**config.mk**
```make
export PLATFORM = sky130hd
export DESIGN_NAME = uart_frame_tx
export DESIGN_NICKNAME = d
export VERILOG_FILES = /design/src/rtl/uart_frame_tx.sv
export SDC_FILE = /design/constraint.sdc
export NUM_CORES = 1
export LEC_CHECK = 0
export CAP_MARGIN = 0
export CORE_MARGIN = 8
export CORE_UTILIZATION = 55
export CTS_CLUSTER_SIZE = 28
export DETAILED_ROUTE_END_ITERATION = 16
export PLACE_DENSITY = 0.82
export REMOVE_ABC_BUFFERS = 1
export SLEW_MARGIN = 20
export SYNTH_ARGS = -nofsm -noshare
export SYNTH_HDL_FRONTEND = slang
export SYNTH_SLANG_ARGS = --single-unit
```
**constraint.sdc**
```tcl
create_clock -name clk -period 5.9 [get_ports clk]
set_input_delay 1.77 -clock clk [delete_from_list [all_inputs] [get_ports clk]]
set_output_delay 1.77 -clock clk [all_outputs]
set_load 0.05 [all_outputs]
```
**src/rtl/uart_frame_tx.sv**
```systemverilog
// Purpose : packs an NBYTES game-state word into a framed byte stream
//           (SYNC, payload bytes LSB first, 8-bit additive checksum) and
//           feeds it to a UART transmitter one byte at a time.
// Latency : tx_start/tx_data for SYNC appear two cycles after send is sampled;
//           each following byte starts two cycles after the prior tx_done_tick.
// Backpressure: paced entirely by tx_done_tick; send is ignored while busy=1
//           (not queued), and frame_done marks the cycle a new send is accepted.
//
// Ports:
//   clk          - system clock, rising edge
//   reset        - asynchronous active-high reset
//   send         - frame request, honoured only while busy=0
//   payload      - 8*NBYTES state word, latched on the accepted send
//   tx_done_tick - transmitter pulse: current byte fully shifted out
//   tx_start     - one-cycle pulse launching tx_data
//   tx_data      - byte to transmit, held until its tx_done_tick
//   busy         - high while a frame is in progress
//   frame_done   - one-cycle pulse after the last byte completes
module uart_frame_tx #(
  parameter int          NBYTES = 4,
  parameter logic [7:0]  SYNC   = 8'hA5
) (
  input  logic                  clk,
  input  logic                  reset,
  input  logic                  send,
  input  logic [8*NBYTES-1:0]   payload,
  input  logic                  tx_done_tick,
  output logic                  tx_start,
  output logic [7:0]            tx_data,
  output logic                  busy,
  output logic                  frame_done
);

  localparam int                IDX_W    = $clog2(NBYTES + 2);
  localparam logic [IDX_W-1:0]  LAST_IDX = IDX_W'(NBYTES + 1);

  typedef enum logic [1:0] {
    S_IDLE = 2'd0,
    S_LOAD = 2'd1,
    S_WAIT = 2'd2
  } state_t;

  state_t                 state_q, state_d;
  logic [IDX_W-1:0]       idx_q, idx_d;
  logic [7:0]             csum_q, csum_d;
  logic [8*NBYTES-1:0]    payload_q, payload_d;
  logic                   tx_start_q, tx_start_d;
  logic [7:0]             tx_data_q, tx_data_d;
  logic                   busy_q, busy_d;
  logic                   frame_done_q, frame_done_d;
  logic [7:0]             pay_byte;

  // Payload byte for the current index; index i (1..NBYTES) maps to
  // latched byte i-1, so the least significant byte leaves first.
  always_comb begin
    pay_byte = 8'h00;
    for (int i = 0; i < NBYTES; i++) begin
      if (idx_q == IDX_W'(i + 1)) begin
        pay_byte = payload_q[8*i +: 8];
      end
    end
  end

  always_comb begin
    state_d      = state_q;
    idx_d        = idx_q;
    csum_d       = csum_q;
    payload_d    = payload_q;
    tx_start_d   = 1'b0;
    tx_data_d    = tx_data_q;
    busy_d       = busy_q;
    frame_done_d = 1'b0;

    case (state_q)
      S_IDLE: begin
        if (send) begin
          payload_d = payload;
          idx_d     = '0;
          csum_d    = 8'h00;
          busy_d    = 1'b1;
          state_d   = S_LOAD;
        end
      end

      S_LOAD: begin
        tx_start_d = 1'b1;
        state_d    = S_WAIT;
        if (idx_q == '0) begin
          tx_data_d = SYNC;
        end else if (idx_q == LAST_IDX) begin
          tx_data_d = csum_q;
        end else begin
          // Checksum is built from the latched copy as each payload byte
          // is launched, so it is complete by the time LAST_IDX is loaded.
          tx_data_d = pay_byte;
          csum_d    = csum_q + pay_byte;
        end
      end

      S_WAIT: begin
        if (tx_done_tick) begin
          if (idx_q == LAST_IDX) begin
            state_d      = S_IDLE;
            busy_d       = 1'b0;
            frame_done_d = 1'b1;
          end else begin
            idx_d   = idx_q + 1'b1;
            state_d = S_LOAD;
          end
        end
      end

      default: begin
        state_d = S_IDLE;
      end
    endcase
  end

  always_ff @(posedge clk or posedge reset) begin
    if (reset) begin
      state_q      <= S_IDLE;
      idx_q        <= '0;
      csum_q       <= 8'h00;
      payload_q    <= '0;
      tx_start_q   <= 1'b0;
      tx_data_q    <= 8'h00;
      busy_q       <= 1'b0;
      frame_done_q <= 1'b0;
    end else begin
      state_q      <= state_d;
      idx_q        <= idx_d;
      csum_q       <= csum_d;
      payload_q    <= payload_d;
      tx_start_q   <= tx_start_d;
      tx_data_q    <= tx_data_d;
      busy_q       <= busy_d;
      frame_done_q <= frame_done_d;
    end
  end

  assign tx_start   = tx_start_q;
  assign tx_data    = tx_data_q;
  assign busy       = busy_q;
  assign frame_done = frame_done_q;

endmodule

```
==> metrics.txt <==
Slowest-stage cell, CP nor2b_1; HP Class flip-flop to flip-flop; Iter 0 DRT Violations 171; area post-placement 0.00329 mm^2; cells after synthesis about 320; critical path's largest stage delay 560 ps; Least-Margin Pin Slew between 600 and 700 ps; Startpoint Class flip-flop; First-pass DRT Iterations 4; synth cell count leaders 120 x nand2_1, 56 x dfrtp_1, 23 x o21ai_0; antenna cells 0; status completed; Critical Path RT 6120 ps; area grow syn2layout 20.6%; Synthesis Warnings 0; Mean Syn Cell Area about 8.7 um^2; Synth top area share 50.1%; min Tclk post-route between 3000 and 4000 ps; share of cells above drive strength 1 3.31%; core box area 0.00501 mm^2; slew margin rel. 53.9%; Die W 87.3 um; final hold vios 0; Final Wtd Congestion 0.893; DRT antenna net count 0; hold slack between 400 and 500 ps; Residual DRC 0; clk_skew between 4 and 5 ps; vias in the first global route between 2000 and 2500; vias per std cell about 5.2; pwr dens 415 mW/mm^2; Port Buf Inserts 46; total power around 1.4 mW; crit-path cells inv_1, ha_1, and2_1, nor2b_1, a22oi_1, o21ai_0, ha_1, inv_1, fa_1, nor2b_1, o21ai_0, a21boi_0, o21a_1, nor3_1, o31ai_1; # hold bufs at CTS 0; # IOs 47; mapped cell area 0.00280 mm^2; grt met3 use 4.72%; initial core utilization between 50% and 60%; Clock transition at path regs 90 ps; H-tree Lvls 2; Seq cells post-synth 56; FP Rows 26; Most Crowded Layer GR met2; Detail Placement HPWL roughly 4400 um; grt ovf 0; Most used DFF post-synth dfrtp_1; die area 0.00762 mm^2; TritonCTS clock tree done; crit path max fanout 9; WS Path Type flip-flop to flip-flop; Resize count post-CTS 0; Tot GR Track Use 17.2%; Peak Freq 0.279 GHz; vias 2265; pin count of the biggest net entering global routing 57; final WL 6010 um; Synth area leader dfrtp_1; Synth async-reset ratio 100%; setup repair after global routing missed its margin false; count leader, synth nand2_1; final setup fails 0; max cap viols 0; fin. max-slew vios 0; clock latency on the worst-skew pair 310 ps; initial antenna violation count 0; CP endpoint kind flip-flop; met1 Use GR 22.5%; post-CTS setup buffer count 0; Die Ht roughly 87 um; met2 Use GR a little over a quarter; VDD IR max 0.000189 V; final core utilization 67.3%; setup TNS 0 ps; first-pass GRT wire length approximately 11000 um; CTS Root Cell clkbuf_8; EDFF count, synth 0; Arrival @ worst endpoint around 3800 ps; top cells by area, synth dfrtp_1 50%, nand2_1 16%, ha_1 5.4%; Unique masters post-synth 35; Fill cells 434; Nets 412; CTS sink cnt 56; fin crit share 60.8%; routed len/inst approximately 14 um; CTS Buf Count 5; post-synthesis sequential area ratio 50.1%; Reg2Reg Setup Slack approximately 2300 ps; final design area excluding fillers about 0.0034 mm^2; Longest Clk Path Bufs 2; Leak 1.63 nW
-- report_power, final --
| part | internal (mW) | leakage [nW] | switching (mW) |
|---|---|---|---|
| registers | 0.531 | 0.704 | 0.0926 |
| logic | 0.207 | 0.887 | 0.370 |
| clock network | 0.0811 | 0.0410 | 0.117 |
-- final timing paths --
kind	endpoint	startpoint	cells past startpoint
max in group asynchronous	state_q[0]$_DFFE_PP0P_	reset	3
min in group asynchronous	frame_done$_DFF_PP0_	reset	3
hold reg to reg	tx_data[1]$_DFFE_PP0P_	tx_data[1]$_DFFE_PP0P_	2
hold / removal	tx_data[1]$_DFFE_PP0P_	tx_data[1]$_DFFE_PP0P_	2
setup / recovery	csum_q[6]$_DFFE_PP0P_	idx_q[0]$_DFFE_PP0P_	15
setup reg to reg	csum_q[6]$_DFFE_PP0P_	idx_q[0]$_DFFE_PP0P_	15
-- logic make-up after synthesis --
family	synth area share, %
and+or+nand+nor	22.8
DFF	50.1
adders and majority gates	6.09
xor gates and xnor gates	0.627
AOI/OAI and AO/OA	13.9
buffers and inverters	3.89
muxes	2.51
-- layout make-up --
type                    instances  area, um^2  area share (%)
clock buffers                   6        72.6            2.15
inverters                      10        37.5            1.11
repair buffers                 49         483            14.3
flip-flops and latches         56        1400            41.6
clock inverters                 1        5.00           0.148
well taps                      70        87.6            2.60
multi-input cells             241        1280            38.1
-- state kept, by name (all words and copies together), names as in the netlist --
name / count
tx_start: 1
payload_q: 32
busy: 1
csum_q: 8
state_q: 2
idx_q: 3
frame_done: 1
tx_data: 8
-- critical path, delay by kind of cell, from the launching register on --
kind                     cells  cell delay [ps]
AND/OR/NAND/NOR              4             1040
AO/OA/AOI/OAI                6             1040
adder cells (fa/ha/maj)      3              870
buffers and inverters        2              160
flip-flops                   1              390
-- layer usage --
layer	share of wire, %	up-vias
met5	0	-
met4	1.0	0
met3	5.1	9
li1	-	1144
met2	46	60
met1	48	1052
-- cells in the final DEF, fill, tap and decap left out, types with 4 or more instances in the layout --
master,instances
o21ai_0,23
a22oi_1,7
nand3_1,7
nor2b_1,4
clkbuf_8,5
o31ai_1,4
mux2i_1,7
nand2_1,120
dfrtp_1,56
ha_1,12
nor2_1,16
inv_1,9
clkdlybuf4s50_1,46
a21oi_1,14
-- per-stage QoR --
step / setup slack [ps] / instances
after floorplan: 2760 / 307
after global placement: 2580 / 426
after detailed placement: 2380 / 426
after CTS: 2350 / 433
after global routing: 1980 / 433
final: 2310 / 433
No activity file was read; power rests on OpenSTA's default activity.
